[config.mk]
export PLATFORM = sky130hd
export DESIGN_NAME = wb_commit
export DESIGN_NICKNAME = d
export VERILOG_FILES = /design/src/rtl/wb_commit_pkg.sv /design/src/rtl/excp_prio_sel.sv /design/src/rtl/wb_commit.sv
export SDC_FILE = /design/constraint.sdc
export NUM_CORES = 1
export LEC_CHECK = 0
export BUFFER_PORTS_ARGS = -buffer_cell sky130_fd_sc_hd__buf_2
export CORE_MARGIN = 5
export CORE_UTILIZATION = 35
export DETAILED_ROUTE_END_ITERATION = 6
export PLACE_DENSITY = 0.7
export SYNTH_ARGS = -nofsm -noshare
export SYNTH_HDL_FRONTEND = slang
export SYNTH_HIERARCHICAL = 1
export SYNTH_SLANG_ARGS = --single-unit
[constraint.sdc]
create_clock -name clk -period 2.7 [get_ports clk]
set_input_delay 0.54 -clock clk [delete_from_list [all_inputs] [get_ports clk]]
set_output_delay 0.54 -clock clk [all_outputs]
set_load 0.02 [all_outputs]
[src/rtl/wb_commit_pkg.sv]
// Shared types for the writeback/commit stage: slot payloads, difftest record,
// FSM state and the selected-exception bundle.
package wb_commit_pkg;

    localparam int ISSUE_WIDTH = 2;
    localparam int EXC_VEC_W   = 6;
    localparam int ECODE_W     = 7;

    typedef enum logic [1:0] {
        IDLE      = 2'd0,
        EXCP_PEND = 2'd1,
        FLUSH     = 2'd2
    } wb_state_t;

    typedef struct packed {
        logic [EXC_VEC_W-1:0]              excp_vec;
        logic [EXC_VEC_W-1:0][ECODE_W-1:0] excp_code;
        logic [31:0]                       pc;
        logic [31:0]                       inst;
        logic [31:0]                       mem_addr;
        logic [7:0]                        aluop;
        logic                              is_privilege;
    } commit_ctrl_t;

    typedef struct packed {
        logic        reg_we;
        logic [4:0]  reg_waddr;
        logic [31:0] reg_wdata;
        logic        csr_write_en;
        logic [13:0] csr_waddr;
        logic [31:0] csr_wdata;
    } mem_wb_t;

    typedef struct packed {
        logic               valid;
        logic [31:0]        pc;
        logic [31:0]        inst;
        logic               rf_wen;
        logic [4:0]         rf_wdest;
        logic [31:0]        rf_wdata;
        logic               excp_flush;
        logic [ECODE_W-1:0] ecode;
    } diff_t;

    typedef struct packed {
        logic [ECODE_W-1:0] ecode;
        logic [31:0]        badv;
        logic [31:0]        pc;
        logic               slot;
    } excp_sel_t;

endpackage

[src/rtl/excp_prio_sel.sv]
// Per-slot exception priority encoder: highest set flag wins; bit 0 (data
// TLB/ALE) reports the memory address as badv, every other flag the pc.
module excp_prio_sel
    import wb_commit_pkg::*;
#(
    parameter bit SLOT = 1'b0
) (
    input  logic                              valid,
    input  logic [EXC_VEC_W-1:0]              excp_vec,
    input  logic [EXC_VEC_W-1:0][ECODE_W-1:0] excp_code,
    input  logic [31:0]                       pc,
    input  logic [31:0]                       mem_addr,
    output logic                              fault,
    output excp_sel_t                         sel
);

    always_comb begin
        sel      = '0;
        sel.pc   = pc;
        sel.slot = SLOT;
        sel.badv = pc;
        fault    = valid && (excp_vec != '0);
        // Ascending scan so the highest set bit is the last one written.
        for (int unsigned i = 0; i < EXC_VEC_W; i++) begin
            if (excp_vec[i]) begin
                sel.ecode = excp_code[i];
                sel.badv  = (i == 0) ? mem_addr : pc;
            end
        end
    end

endmodule

[src/rtl/wb_commit.sv]
// Writeback/commit stage with precise-exception commit and req/ack handshake.
// Optional difftest output diff_o is enabled with `define WB_DIFF_EN.
module wb_commit
    import wb_commit_pkg::*;
(
    input  logic                               clk,
    input  logic                               rst,
    input  logic                               stall_i,
    input  logic                               flush_i,
    input  logic [ISSUE_WIDTH-1:0]             valid_i,
    input  commit_ctrl_t [ISSUE_WIDTH-1:0]     commit_ctrl_i,
    input  mem_wb_t [ISSUE_WIDTH-1:0]          wb_i,
    input  logic                               excp_ack_i,
    output logic [ISSUE_WIDTH-1:0]             reg_we_o,
    output logic [ISSUE_WIDTH-1:0][4:0]        reg_waddr_o,
    output logic [ISSUE_WIDTH-1:0][31:0]       reg_wdata_o,
    output logic                               csr_we_o,
    output logic [13:0]                        csr_waddr_o,
    output logic [31:0]                        csr_wdata_o,
    output logic                               excp_req_o,
    output logic [ECODE_W-1:0]                 excp_ecode_o,
    output logic [31:0]                        excp_pc_o,
    output logic [31:0]                        excp_badv_o,
    output logic                               excp_slot_o,
    output logic                               pause_wb_o
`ifdef WB_DIFF_EN
    ,
    output diff_t [ISSUE_WIDTH-1:0]            diff_o
`endif
);

    wb_state_t                      state_q, state_d;
    logic [ISSUE_WIDTH-1:0]         valid_q;
    commit_ctrl_t [ISSUE_WIDTH-1:0] ctrl_q;
    mem_wb_t [ISSUE_WIDTH-1:0]      wb_q;
    excp_sel_t                      sel_q;

    logic [ISSUE_WIDTH-1:0]         fault;
    excp_sel_t                      sel [ISSUE_WIDTH];
    logic [ISSUE_WIDTH-1:0]         commit;
    logic                           exc_hit;
    excp_sel_t                      exc_cur;
    logic                           ctrl_unused;

    assign ctrl_unused = ^{ctrl_q[0].inst, ctrl_q[0].aluop, ctrl_q[0].is_privilege,
                           ctrl_q[1].inst, ctrl_q[1].aluop, ctrl_q[1].is_privilege};

    for (genvar g = 0; g < ISSUE_WIDTH; g++) begin : g_prio
        excp_prio_sel #(.SLOT(1'(g))) u_sel (
            .valid     (valid_q[g]),
            .excp_vec  (ctrl_q[g].excp_vec),
            .excp_code (ctrl_q[g].excp_code),
            .pc        (ctrl_q[g].pc),
            .mem_addr  (ctrl_q[g].mem_addr),
            .fault     (fault[g]),
            .sel       (sel[g])
        );
    end

    // Commit rules: an older fault blocks everything; a younger fault only blocks itself.
    always_comb begin
        commit      = '0;
        exc_hit     = 1'b0;
        exc_cur     = '0;
        reg_we_o    = '0;
        csr_we_o    = 1'b0;
        csr_waddr_o = '0;
        csr_wdata_o = '0;
        if (state_q == IDLE) begin
            if (fault[0]) begin
                exc_hit = 1'b1;
                exc_cur = sel[0];
            end else begin
                commit[0] = valid_q[0];
                if (fault[1]) begin
                    exc_hit = 1'b1;
                    exc_cur = sel[1];
                end else begin
                    commit[1] = valid_q[1];
                end
            end
        end
        for (int unsigned s = 0; s < ISSUE_WIDTH; s++) begin
            reg_we_o[s] = commit[s] && wb_q[s].reg_we && (wb_q[s].reg_waddr != '0);
        end
        if (reg_we_o[0] && reg_we_o[1] && (wb_q[0].reg_waddr == wb_q[1].reg_waddr)) begin
            reg_we_o[0] = 1'b0;
        end
        if (commit[0] && wb_q[0].csr_write_en) begin
            csr_we_o    = 1'b1;
            csr_waddr_o = wb_q[0].csr_waddr;
            csr_wdata_o = wb_q[0].csr_wdata;
        end else if (commit[1] && wb_q[1].csr_write_en) begin
            csr_we_o    = 1'b1;
            csr_waddr_o = wb_q[1].csr_waddr;
            csr_wdata_o = wb_q[1].csr_wdata;
        end
    end

    for (genvar g = 0; g < ISSUE_WIDTH; g++) begin : g_rf
        assign reg_waddr_o[g] = wb_q[g].reg_waddr;
        assign reg_wdata_o[g] = wb_q[g].reg_wdata;
    end

    always_comb begin
        state_d      = state_q;
        excp_req_o   = 1'b0;
        excp_ecode_o = '0;
        excp_pc_o    = '0;
        excp_badv_o  = '0;
        excp_slot_o  = 1'b0;
        pause_wb_o   = 1'b0;
        unique case (state_q)
            IDLE: begin
                if (exc_hit) begin
                    excp_req_o   = 1'b1;
                    excp_ecode_o = exc_cur.ecode;
                    excp_pc_o    = exc_cur.pc;
                    excp_badv_o  = exc_cur.badv;
                    excp_slot_o  = exc_cur.slot;
                    pause_wb_o   = 1'b1;
                    state_d      = EXCP_PEND;
                end
            end
            EXCP_PEND: begin
                excp_req_o   = 1'b1;
                excp_ecode_o = sel_q.ecode;
                excp_pc_o    = sel_q.pc;
                excp_badv_o  = sel_q.badv;
                excp_slot_o  = sel_q.slot;
                pause_wb_o   = 1'b1;
                if (excp_ack_i) state_d = FLUSH;
            end
            FLUSH: begin
                pause_wb_o = 1'b1;
                state_d    = IDLE;
            end
            default: state_d = IDLE;
        endcase
        if (flush_i) state_d = IDLE;
    end

    // The payload is captured at detection so it stays stable while req is held,
    // even though the stage register may reload in that same cycle.
    always_ff @(posedge clk or negedge rst) begin
        if (!rst) begin
            state_q <= IDLE;
            valid_q <= '0;
            ctrl_q  <= '0;
            wb_q    <= '0;
            sel_q   <= '0;
        end else begin
            state_q <= state_d;
            if ((state_q == IDLE) && exc_hit && !flush_i) begin
                sel_q <= exc_cur;
            end
            if (flush_i || (state_q == FLUSH)) begin
                valid_q <= '0;
            end else if ((state_q == IDLE) && !stall_i) begin
                valid_q <= valid_i;
                ctrl_q  <= commit_ctrl_i;
                wb_q    <= wb_i;
            end
        end
    end

`ifdef WB_DIFF_EN
    diff_t [ISSUE_WIDTH-1:0] diff_d;

    always_comb begin
        diff_d = '0;
        for (int unsigned s = 0; s < ISSUE_WIDTH; s++) begin
            diff_d[s].excp_flush = exc_hit && (exc_cur.slot == 1'(s));
            diff_d[s].valid      = commit[s] || diff_d[s].excp_flush;
            diff_d[s].pc         = ctrl_q[s].pc;
            diff_d[s].inst       = ctrl_q[s].inst;
            diff_d[s].rf_wen     = reg_we_o[s];
            diff_d[s].rf_wdest   = reg_we_o[s] ? wb_q[s].reg_waddr : '0;
            diff_d[s].rf_wdata   = reg_we_o[s] ? wb_q[s].reg_wdata : '0;
            diff_d[s].ecode      = diff_d[s].excp_flush ? exc_cur.ecode : '0;
        end
    end

    always_ff @(posedge clk or negedge rst) begin
        if (!rst) begin
            diff_o <= '0;
        end else begin
            diff_o <= diff_d;
        end
    end
`endif

endmodule
# Word level (Yosys, flattened, before mapping)
# Index checks and enable logic that the tools add are counted.
# op_classes
div	0
eq_ne	5
bitwise_logic	1
multipliers	0
mux	45
n_shift	0
reduce_logical	25
n_addsub	0
magnitude_cmp	0
# op_table
cell	count
two-way mux 39 bit	12
two-way mux 72 bit	3
two-way mux 32 bit	4
one-hot mux 32 bit (2 select lines)	2
two-way mux 14 bit	2
two-way mux 2 bit	7
one-hot mux 7 bit (2 select lines)	1
logical AND 1 bit	13
nonzero test 6 bit	2
nonzero test 5 bit	2
two-way mux 1 bit	9
two-way mux 7 bit	1
inequality test 3 bit (second input constant)	2
one-hot mux 1 bit (2 select lines)	3
equality test 5 bit	1
one-hot mux 2 bit (2 select lines)	1
AND reduction 2 bit	2
equality test 2 x 1 -> 1 bit (second input constant)	1
equality test 2 bit (second input constant)	1
zero test 1 bit	2
zero test 2 bit	1
nonzero test 2 bit	1
OR reduction 2 bit	1
logical OR 1 bit	1
inverter 1 bit	1
# word_totals
ff_bits	470
wordCells	112
ram_bits	0
memories	0
out_inout_bits	197
inputBits	483
mem_bits_ro	0
latch_bits	0

# Longest topological paths before layout
# Gate-level depths: netlist (run 1).
# logic_depth
word_depth	11
mapped_depth	10
mapped_depth_nobuf	6

# Cells and area by module
# Netlist (run 1), hierarchy kept.
# by_module_without_submodules
module	instances	cells_per_inst	area_each_um2	seq_area_each_um2
wb_commit	1	1430	20293.2	11761.3
excp_prio_sel	2	113	1084.8	0.0

# Worst setup path before layout (run 1)
# Ideal clock, no wire load.
# synth_path
kind	flip-flop to output port
start	reg ctrl_q[152] (netlist name)
end	out reg_we_o[0]
required_time_ns	2.160
t_arrival_ns	2.335
stages_incl_launch_ff	9
slack_ns	-0.175
cell_sequence	dfrtp_1 -> buf_4 -> nor2_8 -> nand2_1 -> o31a_1 -> buf_2 -> nand4bb_1 -> a211oi_1 -> a41oi_1
# synth_via
elab_chain_len	9
# synth_rtl
item	line_no	source
from (decl)	wb_commit.sv:34	commit_ctrl_t [ISSUE_WIDTH-1:0] ctrl_q;
from (signal assigned)	wb_commit.sv:161	ctrl_q <= commit_ctrl_i;
nonzero test 6 bit	excp_prio_sel.sv:22	fault = valid && (excp_vec != '0);
logical AND 1 bit	excp_prio_sel.sv:22	
named net fault[0]	wb_commit.sv:38	logic [ISSUE_WIDTH-1:0] fault;
two-way mux 2 bit	wb_commit.sv:70	if (fault[0]) begin
two-way mux 2 bit	wb_commit.sv:69	if (state_q == IDLE) begin
logical AND 1 bit (2 in series)	wb_commit.sv:84	reg_we_o[s] = commit[s] && wb_q[s].reg_we && (wb_q[s].reg_waddr != '0);
named net reg_we_o[1]	wb_commit.sv:14	output logic [ISSUE_WIDTH-1:0] reg_we_o,
logical AND 1 bit (2 in series)	wb_commit.sv:86	if (reg_we_o[0] && reg_we_o[1] && (wb_q[0].reg_waddr == wb_q[1].reg_waddr)) begin
two-way mux 1 bit	wb_commit.sv:86	
to (decl)	wb_commit.sv:14	
# The timed path passes the listed nets, and every way through them passes these cells.

# Worst setup path in the final report (run 1)
# layout_path
start	reg ctrl_q[303] (netlist name)
end	out csr_wdata_o[1]
# layout_via
elab_chain_len	8
# layout_rtl
item	line_no	source
nonzero test 6 bit	excp_prio_sel.sv:22	
logical AND 1 bit	excp_prio_sel.sv:22	
named net fault[1]	wb_commit.sv:38	
two-way mux 1 bit	wb_commit.sv:75	if (fault[1]) begin
two-way mux 2 bit	wb_commit.sv:70	
two-way mux 2 bit	wb_commit.sv:69	
logical AND 1 bit	wb_commit.sv:93	end else if (commit[1] && wb_q[1].csr_write_en) begin
two-way mux 32 bit	wb_commit.sv:93	
two-way mux 32 bit	wb_commit.sv:89	if (commit[0] && wb_q[0].csr_write_en) begin
to (decl)	wb_commit.sv:19	output logic [31:0] csr_wdata_o,
# The timed path passes the listed nets, and every way through them passes these cells.

==> results of run 1 <==
[stage by stage]
step | setup TNS, ps | hold slack, ps | power [µW]
floorplan | 0 | 244 | 21600
CTS | -75320 | 109 | 35200
global placement | -13170 | 462 | 24300
global route | -102900 | 113 | 38400
detailed placement | -12500 | 469 | 24800
finish | -82130 | 146 | 36700
[metal layers]
layer | GRT usage [%] | vias up | wire length (µm)
met5 | 0 | - | 95
met4 | 7.65 | 16 | 2770
met3 | 6.49 | 172 | 5520
met2 | 34.6 | 635 | 38200
li1 | - | 7147 | -
met1 | 25.4 | 8473 | 30400
[cell type report]
class / instances / area [µm²]
clock buffers: 71 / 1500
fillers: 5329 / 32100
repair buffers: 812 / 6540
inverters: 7 / 26.3
diodes: 18 / 45.0
well taps: 846 / 1060
clock inverters: 23 / 249
multi-input cells: 928 / 10100
flip-flops and latches: 470 / 11800
[repair_timing]
action / CTS / global route
gates cloned: 23 / 5
pin swaps: 44 / 56
hold buffers: 1 / 0
buffers inserted: 57 / 52
endpoints found under the hold margin: 42 / 0
setup endpoints to repair: 141 / 195
gates resized for setup: 397 / 260
[worst max path at each step]
stage / cells after the start / endpoint / slack (ps) / startpoint
after floorplan: 9 / csr_waddr_o[0] / 50 / ctrl_q[152]
after global placement: 7 / excp_pc_o[26] / -400 / ctrl_q[149]
after detailed placement: 7 / excp_pc_o[26] / -420 / ctrl_q[151]
after CTS: 10 / csr_wdata_o[1] / -650 / ctrl_q[303]
after global routing: 9 / excp_badv_o[3] / -690 / ctrl_q[148]
final: 10 / csr_wdata_o[1] / -580 / ctrl_q[303]
[registers in the layout, summed over array words and instances, names as in the netlist]
name / count
ctrl_q: 224
reg_waddr_o: 10
reg_wdata_o: 64
sel_q: 72
state_q: 2
valid_q: 2
wb_q: 96
[cells by family (layout without fill, tap and decap cells)]
| kind of cell | count (synthesis) | count (layout) | share of synthesized area (%) |
|---|---|---|---|
| multiplexers | 530 | 530 | 27.3 |
| flip-flops | 470 | 470 | 52.4 |
| AO/OA/AOI/OAI | 298 | 298 | 9.17 |
| buffers and inverters | 259 | 913 | 8.46 |
| AND/OR/NAND/NOR | 88 | 89 | 2.23 |
| XOR/XNOR | 5 | 5 | 0.195 |
| adder cells (fa/ha/maj) | 4 | 4 | 0.223 |
| other | 2 | 20 | 0.0334 |
[layout by cell type, fill, tap and decap left out, types with 9 or more instances in the layout]
master and count:
buf_6 152, mux2_2 89, clkinv_2 10, mux2i_2 15
diode_2 18, mux2_1 306, buf_16 14, buf_2 476
a22oi_1 12, clkbuf_8 15, nand2_1 49, mux2i_4 19
buf_4 104, mux2_4 92, buf_12 48, a22o_1 102
clkbuf_16 55, o21ai_0 63, o21ai_2 38, dfrtp_1 465
mux2i_1 9, o21ai_4 33, o221ai_1 15, buf_8 12
[where the power goes]
group          leakage (µW)  internal, µW  switching [µW]
combinational       0.00785          8390            8160
clock              0.000861          4200            3040
sequential          0.00559         10500            2360
total                0.0143         23100           13600
==> reports/metrics.cfg, run 1 <==
[synthesis]
synth_commonest_cells=470 x dfrtp_1, 306 x mux2_1, 148 x buf_4, 140 x o21ai_0, 121 x mux2_2
synth.top_cell.area_share_pct=52.4
synthesis.area_um2=22500
synthCells=1656
synth-edff-count=0
yosysUniqueCellTypes=43
synthTopCellsByArea=dfrtp_1 52%, mux2_1 15%, mux2_2 6.1%, buf_4 4.9%, a22o_1 4.2%
ys_seq_area_share_pct=52.4
yosysTopAreaCell=dfrtp_1
syn_nets=2143
yosysWarningCount=6
ys.flop_type=dfrtp_1
syn_area_per_cell_um2=13.6
synth-seq-cells=470
synth.most_common_cell=dfrtp_1
async_flop_share_pct=100

[clocking]
cts_buffer_depth=3
clock_latency_ps=610
clk_pin_slew_ps=70
cts_tree=done
clock-root-buffer=clkbuf_16
cts_buffers=51
h-tree-depth=2
cts_sinks=470

[power_and_ir_drop]
peakVddDrop_mv=0.712
powerDensity_nw_per_um2=1170
total_leakage_power_uw=0.0143

[critical_path]
path_cells=nor2_2, nand2_2, o31a_1, nand4bb_4, nor3b_4, buf_12, buf_12, buf_12, a22o_1, buf_6
timing.rr.end=sel_q[53]
critPathMaxFanout=8
critical-path-top-delay-family=simple AND/OR/NAND/NOR gates
end_kind=output pin
startpoint_type=register
rrSetupSlack_ps=-390
critical-path-max-stage-delay_ps=410
ff2ff_path_depth=17
worstPathRequired_ps=2160
critPathSlowestCell=dfrtp_1
path_common_cell=buf_12
criticalPathCategory=reg -> out
cp.arrival_ps=2740
cp_num_buf_inv=4
reg2reg_from=ctrl_q[303]

[routing]
drtIter0Drc=938
drc=0
first_pass_iters=5
wl_per_cell_um=24.2
antenna_left=0
finalWirelength_um=77000
num_vias=16443
post_drt_via_cell_ratio=5.18

[global_routing]
grt_antenna_before_repair=27
grt_pass1_vias=17658
grtUsageTotal_pct=20.7
grt_overflow=0
grt_pass1_wl_um=112000
grt_max_degree=78

[placement]
gp_congestion=0.851
place_inst=2951
dp_hpwl_um=50100
io_buffers=597
pre_cts_ws_ps=-417
place_area_um2=25800

[sta]
finalHoldViolCount=0
drv_slew=0
layout_min_cycle_time_ps=3280
fin_ws_ps=-584
rsz0062_at_grt=yes
fin_skew_ps=27.7
max_freq_mhz=305
setup_viol=195
slew_headroom_pct=61.9
worst_pin_slew_ps=571
fin_crit_sh_pct=122

[die]
die_width_um=263
num_rows=92
io_pins=680
die_h_um=263
initial_utilization_pct=35.5
die-area_um2=69300
coreArea_um2=63300

[min_path]
min_path_cells=2
hp-class=in -> reg
hold_path_end=ctrl_q[9]
hold_start=commit_ctrl_i[9]

[run_status]
violations=negative setup slack
outcome=finished with violations

[finish]
finalCoreUtilization_pct=49.4
fin_nets=2757
syn_to_final_growth_pct=39.1
stdcell_area_um2=31300
final_cells=3175
drive_above_1_share_pct=53.6

[flow_run]
maxCapViolCount=0

Note: power is estimated with default switching activity, not from simulation.
==> run 2: changes to the inputs <==
- CORE_ASPECT_RATIO: unset -> 1.1
- SKIP_CTS_REPAIR_TIMING: unset -> 1
==> reports/metrics.cfg, run 2 (synthesized netlist as in run 1, its figures left out) <==
[run_status]
outcome=finished with violations
violations=negative setup slack

[global_routing]
grt_antenna_before_repair=14
grt_max_degree=103
grt_pass1_vias=16823
grt_overflow=0
grt_pass1_wl_um=101000
grtUsageTotal_pct=18.6

[die]
initial_utilization_pct=35.3
die_width_um=252
num_rows=97
die-area_um2=69400
io_pins=680
die_h_um=276
coreArea_um2=63600

[clocking]
h-tree-depth=2
cts_buffers=52
cts_sinks=470
cts_tree=done
cts_buffer_depth=3
clock-root-buffer=clkbuf_16
clk_pin_slew_ps=60
clock_latency_ps=600

[routing]
finalWirelength_um=73500
first_pass_iters=5
num_vias=15992
drtIter0Drc=833
post_drt_via_cell_ratio=5.13
antenna_left=0
drc=0
wl_per_cell_um=23.6

[finish]
fillCellCount=5570
reg.largest.list=ctrl_q x224, wb_q x96, sel_q x72
fin_nets=2709
largest_register_ffs=224
final_common_cell=buf_2
final_cell_mix=489 x buf_2, 467 x dfrtp_1, 306 x mux2_1
stdcell_area_um2=29900
drive_above_1_share_pct=49.8
syn_to_final_growth_pct=33.2
largest-register=ctrl_q

[sta]
finalSetupTns_ps=-73730
slew_headroom_pct=58.8
layout_min_cycle_time_ps=3450
worst_pin_slew_ps=618
setup_viol=154
fin_skew_ps=17.1
max_freq_mhz=290
rsz0062_at_grt=yes
drv_slew=0
finalHoldViolCount=0
fin_crit_sh_pct=128
fin_ws_ps=-751

[critical_path]
criticalPathCategory=reg -> out
critPathMaxFanout=6
worstPathRequired_ps=2160
cp.arrival_ps=2910
startpoint_type=register
end_kind=output pin

[placement]
dp_hpwl_um=49900
io_buffers=597
place_area_um2=25700
gp_congestion=0.863

[flow_run]
maxCapViolCount=0

[power_and_ir_drop]
total_leakage_power_uw=0.0137
peakVddDrop_mv=0.750
powerDensity_nw_per_um2=1180

[min_path]
hp-class=in -> reg

run 2: changes by cell type in the layout (fill, tap and decap cells not counted), sizes merged:
cell	previous run	this run
bufbuf	1	0
clkbuf	75	83
buf	806	748
diode	18	11
bufinv	3	9
clkinvlp	4	1
clkinv	13	10
inv	10	15
run 2: path summary, 6_finish.rpt:
path	start	slack, ps	endpoint	depth (start not counted)
setup / recovery	ctrl_q[150]	-750	csr_wdata_o[6]	11
hold / removal	wb_i[82]	150	reg_waddr_o[3]	2
hold reg to reg	ctrl_q[263]	480	ctrl_q[263]	1
setup reg to reg	ctrl_q[150]	-70	sel_q[68]	12
max in group asynchronous	rst	1320	ctrl_q[287]	3
min in group asynchronous	rst	470	sel_q[18]	2
run 2: layout make-up:
type	instances	area, µm²	share of cell area [%]
flip-flops and latches	470	11800	39.3
multi-input cells	928	9390	31.4
repair buffers	763	5750	19.2
clock buffers	69	1480	4.93
well taps	841	1050	3.52
clock inverters	28	429	1.43
diodes	11	27.5	0.0920
inverters	7	26.3	0.0878
run 2: metal layers:
| metal | part of all wire, % | track usage (%) | up-vias |
|---|---|---|---|
| li1 | - | - | 7016 |
| met1 | 39 | 22.3 | 8204 |
| met2 | 51 | 32.7 | 617 |
| met3 | 7.1 | 4.96 | 151 |
| met4 | 3.1 | 5.75 | 4 |
| met5 | 0.035 | 0 | - |
run 2: report_power, final:
part	internal [µW]	switching (µW)
Clock	4750	3110
Combinational	7310	7370
Sequential	10500	2190
run 2: critical path, cell delays in order, from the launching register on:
cell	delay (ps)
dfrtp_1	400
nor2_2	160
nand2_2	80
o31a_4	370
buf_12	150
nand4bb_4	210
nor3b_4	290
buf_6	150
clkbuf_16	140
buf_6	90
a22o_1	140
buf_6	130
run 2: metrics by stage:
step / hold slack (ps) / std cells / worst slack (ps) / total power, µW / util [%]
after detailed placement: 468 / 2937 / -409 / 24900 / 40.4
after CTS: -138 / 3034 / -1070 / 32900 / 43.4
after global routing: 114 / 3112 / -871 / 37100 / 47.0
final: 149 / 3117 / -751 / 35200 / 47.0
after global placement: 464 / 2937 / -394 / 24300 / 40.4
after floorplan: 244 / 1656 / 53.0 / 21600 / -
